`src/rtl/lane_note_scheduler.sv`:
```
// Falling-note scheduler for one piano lane.
// Walks the lane's chart ROM and spawns a block into the lowest free slot
// once the song beat reaches each note's beat. Every clock it moves the live
// blocks down one line and retires blocks that are hit or reach the bottom.
module lane_note_scheduler #(
    parameter int SLOTS    = 4,
    parameter int CHART_AW = 6,
    parameter int H_SPAWN  = 120,
    parameter int H_END    = 720,
    localparam int SW      = (SLOTS > 1) ? $clog2(SLOTS) : 1
) (
    input  logic                  clk,
    input  logic                  rst_n,
    input  logic                  restart,
    input  logic                  stop_or_endgame,
    input  logic [6:0]            beat_cnt,
    output logic [CHART_AW-1:0]   chart_addr,
    input  logic [6:0]            chart_beat,
    input  logic                  chart_valid,
    input  logic                  hit_valid,
    input  logic [SW-1:0]         hit_slot,
    output logic [10*SLOTS-1:0]   slot_h,
    output logic [SLOTS-1:0]      slot_active,
    output logic                  miss,
    output logic                  overflow,
    output logic                  chart_done
);

    localparam logic [9:0] H_SPAWN_H = 10'(H_SPAWN);
    localparam logic [9:0] H_END_H   = 10'(H_END);

    typedef enum logic [1:0] {
        ST_RUN  = 2'd0,
        ST_HOLD = 2'd1,
        ST_DONE = 2'd2
    } state_t;

    state_t                state_reg, state_next;
    logic [CHART_AW-1:0]   chart_addr_reg, chart_addr_next;
    logic                  miss_reg, miss_next;
    logic                  overflow_reg, overflow_next;

    logic [SLOTS-1:0]      active_vec;     // registered slot_active, also the free mask
    logic [SLOTS-1:0]      retire_vec;     // slots retiring at the bottom this clock
    logic [SLOTS-1:0]      spawn_onehot;   // lowest free slot
    logic                  any_free;
    logic                  walk;
    logic                  consume;
    logic                  addr_max;

    assign addr_max = &chart_addr_reg;
    assign walk     = (state_reg == ST_RUN) && !stop_or_endgame;
    // A chart entry is consumed whenever its beat has arrived, including late
    // entries whose beat was skipped; this never stalls on a full pool.
    assign consume  = walk && chart_valid && (chart_beat <= beat_cnt);

    // Next-state and chart-walk decode
    always_comb begin
        state_next      = state_reg;
        chart_addr_next = chart_addr_reg;
        case (state_reg)
            ST_RUN: begin
                if (stop_or_endgame) begin
                    state_next = ST_HOLD;
                end else if (!chart_valid) begin
                    state_next = ST_DONE;
                end else if (consume) begin
                    // The last ROM address is still consumed, then the walk ends.
                    if (addr_max) begin
                        state_next = ST_DONE;
                    end else begin
                        chart_addr_next = chart_addr_reg + 1'b1;
                    end
                end
            end
            ST_HOLD: begin
                if (!stop_or_endgame) begin
                    state_next = ST_RUN;
                end
            end
            ST_DONE: begin
                state_next = ST_DONE;
            end
            default: begin
                state_next = ST_RUN;
            end
        endcase
    end

    // Lowest-index free slot, judged on the registered mask so a slot that is
    // retiring this clock is only reusable from the next one.
    always_comb begin
        spawn_onehot = '0;
        any_free     = 1'b0;
        for (int i = 0; i < SLOTS; i++) begin
            if (!active_vec[i] && !any_free) begin
                spawn_onehot[i] = 1'b1;
                any_free        = 1'b1;
            end
        end
    end

    // One miss pulse however many slots retire together; overflow is sticky
    always_comb begin
        miss_next     = |retire_vec;
        overflow_next = overflow_reg | (consume && !any_free);
    end

    // FSM, chart address and status flags
    always_ff @(posedge clk or negedge rst_n) begin
        if (!rst_n) begin
            state_reg      <= ST_RUN;
            chart_addr_reg <= '0;
            miss_reg       <= 1'b0;
            overflow_reg   <= 1'b0;
        end else if (restart) begin
            state_reg      <= ST_RUN;
            chart_addr_reg <= '0;
            miss_reg       <= 1'b0;
            overflow_reg   <= 1'b0;
        end else begin
            state_reg      <= state_next;
            chart_addr_reg <= chart_addr_next;
            miss_reg       <= miss_next;
            overflow_reg   <= overflow_next;
        end
    end

    genvar gi;
    generate
        for (gi = 0; gi < SLOTS; gi++) begin : g_slot
            logic [9:0] h_reg, h_next;
            logic       act_reg, act_next;
            logic       hit_here;
            logic       at_end;
            logic       spawn_here;

            // Out-of-range slot indices never match any gi, so they are ignored.
            assign hit_here   = hit_valid && (hit_slot == SW'(gi)) && act_reg;
            assign at_end     = act_reg && (h_reg == H_END_H);
            assign spawn_here = consume && spawn_onehot[gi];

            // Per-slot update: hit beats bottom retirement, then motion, then spawn.
            // Spawn only targets inactive slots so it never collides with the others.
            always_comb begin
                h_next   = h_reg;
                act_next = act_reg;
                if (hit_here) begin
                    act_next = 1'b0;
                    h_next   = H_END_H;
                end else if (at_end) begin
                    act_next = 1'b0;
                end else if (act_reg && !stop_or_endgame && (h_reg < H_END_H)) begin
                    h_next = h_reg + 10'd1;
                end else if (spawn_here) begin
                    act_next = 1'b1;
                    h_next   = H_SPAWN_H;
                end
            end

            // Slot height and liveness registers
            always_ff @(posedge clk or negedge rst_n) begin
                if (!rst_n) begin
                    h_reg   <= H_END_H;
                    act_reg <= 1'b0;
                end else if (restart) begin
                    h_reg   <= H_END_H;
                    act_reg <= 1'b0;
                end else begin
                    h_reg   <= h_next;
                    act_reg <= act_next;
                end
            end

            assign retire_vec[gi]       = at_end && !hit_here;
            assign active_vec[gi]       = act_reg;
            assign slot_h[10*gi +: 10]  = h_reg;
            assign slot_active[gi]      = act_reg;
        end
    endgenerate

    assign chart_addr = chart_addr_reg;
    assign miss       = miss_reg;
    assign overflow   = overflow_reg;
    assign chart_done = (state_reg == ST_DONE) && (active_vec == '0);

endmodule

```
`config.mk`:
```
export PLATFORM = sky130hd
export DESIGN_NAME = lane_note_scheduler
export DESIGN_NICKNAME = d
export VERILOG_FILES = /design/src/rtl/lane_note_scheduler.sv
export SDC_FILE = /design/constraint.sdc
export NUM_CORES = 1
export LEC_CHECK = 0
export BUFFER_PORTS_ARGS = -buffer_cell sky130_fd_sc_hd__buf_2
export CAP_MARGIN = 20
export CORE_MARGIN = 2
export CORE_UTILIZATION = 50
export CTS_BUF_LIST = sky130_fd_sc_hd__clkbuf_16
export CTS_CLUSTER_DIAMETER = 80
export DETAILED_ROUTE_END_ITERATION = 10
export PLACE_DENSITY = 0.74
export SYNTH_ARGS = -nofsm -noshare
export SYNTH_HDL_FRONTEND = slang
export SYNTH_SLANG_ARGS = --single-unit
export TNS_END_PERCENT = 1
```
`constraint.sdc`:
```
create_clock -name clk -period 2.4 [get_ports clk]
set_clock_uncertainty 0.2 [all_clocks]
set_input_delay 0 -clock clk [delete_from_list [all_inputs] [get_ports clk]]
set_output_delay 0 -clock clk [all_outputs]
set_load 0.01 [all_outputs]
```
==> impl_metrics.ini <==
[run_status]
outcome = completed

[logic_synthesis]
yosysUniqueCellTypes = 69
yosys-top-cells-area = dfrtp_1 27%, dfstp_2 12%, ha_1 5.6%
synthFlopType = dfrtp_1
yosys_warnings = 0
yosysSeqAreaShare_pct = 38.4
synth_top_area_share_pct = 26.6
synth_edf_count = 0
ys_seq_elements = 54
synth_top_cell_by_area = dfrtp_1
synthCells = 400
syn-num-nets = 438
synthArstFlopShare_pct = 100
synth.most_common_cell = dfrtp_1
post_synth_instance_area_um2 = 3570
synthTopCellsByCount = 38 x dfrtp_1, 29 x nand2_1, 27 x a21oi_1
avgSynthCellArea_um2 = 8.93

[floorplan]
die-area_um2 = 7830
dieHeight_um = 88.5
start_util_pct = 52.0
ios = 75
dieWidth_um = 88.5
rows = 30
fp.coreArea_um2 = 6870

[placed_design]
pre_cts_ws_ns = 0.200
numPortBuffers = 74
place_congestion = 0.924
hpwl_um = 6770
placed_cells_incl_taps = 569

[power_and_ir_drop]
p_leak_uw = 0.00194
p_sw_share_pct = 25.6
clockPowerShare_pct = 38.8
seqPwrFrac_pct = 46.9
p_comb_share_pct = 14.4
power.density_nw_per_um2 = 488
power.total_uw = 2100
vdd_drop_max_uv = 318
p_int_uw = 1560
power.switching_uw = 536

[sta]
rsz0062_at_grt = false
fmax_mhz = 456
setup_viol = 0
period_share_pct = 91.4
max-slew-margin-rel_pct = 62.3
timing_hold_violations_final = 0
slew_viol_final = 0
layout_setup_ws_ns = 0.207
tns_ns = 0
fin_crit_ns = 2.19
tightest_slew_ns = 0.557

[drt]
drc_errors = 0
drt_pass1_iterations = 4
drtAntennaViolNets = 0
wl_per_cell_um = 15.3
routed_wl_um = 8880
vias = 3461
drtIter0Drc = 228
via_per_inst = 5.97

[global_routing]
antenna_found_initial = 0
grt_overflow = 0
grt_use_total_pct = 24.2
grt.busiest_layer = met2
gr-usage-met2_pct = 39.0
grt_pass1_wl_um = 15100
use_met1_pct = 33.2
grt_max_degree = 25
grt_pass1_vias = 3250
met3_usage_pct = 4.48

[clock_network]
cts_buffer_depth = 2
clkTransAtPathRegs_ns = 0.07
post-cts-setup-buffer-count = 0
cts_sinks = 54
cts_tree = yes
cts_made_buffers = 5
worst_skew_pair.late_latency_ns = 0.29
ctsRootBufferMaster = clkbuf_16
htree_levels = 2

[worst_setup_path]
reg2reg_from = state_reg[1]
crit_cells = 6
r2r_end = chart_addr[3]
cp.required_ns = 2.42
cp_slowest_stage_delay_ns = 0.49
startpoint_type = flop
critPathTopFamily = simple AND/OR/NAND/NOR gates
cp-endpoint = chart_addr[3]
crit_arrival_ns = 2.21
r2r_cells = 6
worstSetupPathType = reg -> reg
path_buf_inv = 1
crit_fanout = 9
cp-startpoint = state_reg[1]
ff2ff_setup_slack_ns = 0.21
critPathSlowestCell = or4_1
crit_path_end_kind = flop
cp_cell_sequence = nor4b_4 > o211a_1 > a21oi_2 > buf_4 > or4_1 > a21oi_1

[layout]
n_fill_cell = 600
nets = 521
largest_reg_flops = 40
multi_input_comb_area_um2 = 2020
final_util_pct = 62.6
drive_gt1_share_pct = 26.2
seq_area_um2 = 1370
final_cells = 580
area_growth_pct = 20.4
antenna_cells = 0

[run]
drv_cap = 0

[hold_path]
hp-class = in -> async
-- stage by stage --
| step | hold slack, ns | cell area (um2) |
|---|---|---|
| 2_1_floorplan | -0.496 | 3570 |
| 3_3_place_gp | -0.192 | 4100 |
| 3_5_place_dp | -0.190 | 4100 |
| 4_1_cts | 0.0251 | 4290 |
| 5_1_grt | 0.0324 | 4300 |
| 6_report | 0.0137 | 4300 |
-- power by group through the flow --
stage	clock network (uW)	registers [uW]	logic, uW
CTS	821	981	300
global placement	0	996	286
detailed placement	0	997	295
floorplan	0	1000	155
global route	859	987	333
finish	812	983	301
-- per-layer routing --
metal,up-vias,share of wire [%],wire length (um)
met5,-,0,0
met4,0,1.3,116
li1,1688,-,-
met2,98,47,4200
met1,1667,47,4140
met3,8,4.8,426
-- kinds of logic (layout without fill, tap and decap cells) --
group | Yosys count | count (layout) | synth area share, %
AND/OR/NAND/NOR | 167 | 167 | 26.9
AO/OA/AOI/OAI | 113 | 113 | 21.5
flip-flops | 54 | 54 | 38.4
buffers and inverters | 41 | 125 | 5.26
adder cells (fa/ha/maj) | 16 | 16 | 5.61
XOR/XNOR | 7 | 7 | 1.72
multiplexers | 2 | 2 | 0.596
-- cells in the final DEF, fill, tap and decap left out, types with 4 or more instances in the layout --
cell and n:
nor4_1 5, clkbuf_16 5, nand4b_1 4, buf_2 74, o31ai_1 6, nor4b_1 4
dfstp_2 16, and3_1 10, nor3b_1 5, or3_1 10, a21oi_1 27, o21ai_0 23
nor2_1 25, nor3_1 13, buf_4 19, or4_1 5, dfrtp_1 38, a21o_1 4
ha_1 16, xor2_1 5, nand3_1 15, inv_1 22, a41oi_1 4, nand2_1 29
a31oi_1 8, nand2b_1 5, nand4_1 12, nor2b_1 6, a22o_1 4
-- repair_timing --
action / CTS / global route
hold buffers: 3 / 0
hold endpoints to repair: 55 / 0
setup endpoints to repair: 0 / 2
gates resized for setup: 0 / 1
-- layout make-up --
class                   count  share of cell area (%)
clock inverters             3                   0.961
clock buffers               5                    2.91
repair buffers             96                    12.6
flip-flops and latches     54                    31.9
inverters                  21                    1.83
well taps                  96                    2.79
multi-input cells         305                    47.0
-- worst min path at each step --
stage,start,end,cells past startpoint
final,rst_n,g_slot[3].h_reg[0],2
after global placement,rst_n,g_slot[3].h_reg[0],1
after floorplan,rst_n,chart_addr[0],0
after detailed placement,rst_n,g_slot[3].h_reg[0],1
after CTS,stop_or_endgame,g_slot[3].h_reg[5],5
after global routing,stop_or_endgame,state_reg[0],3
(Power assumes the default switching activity.)
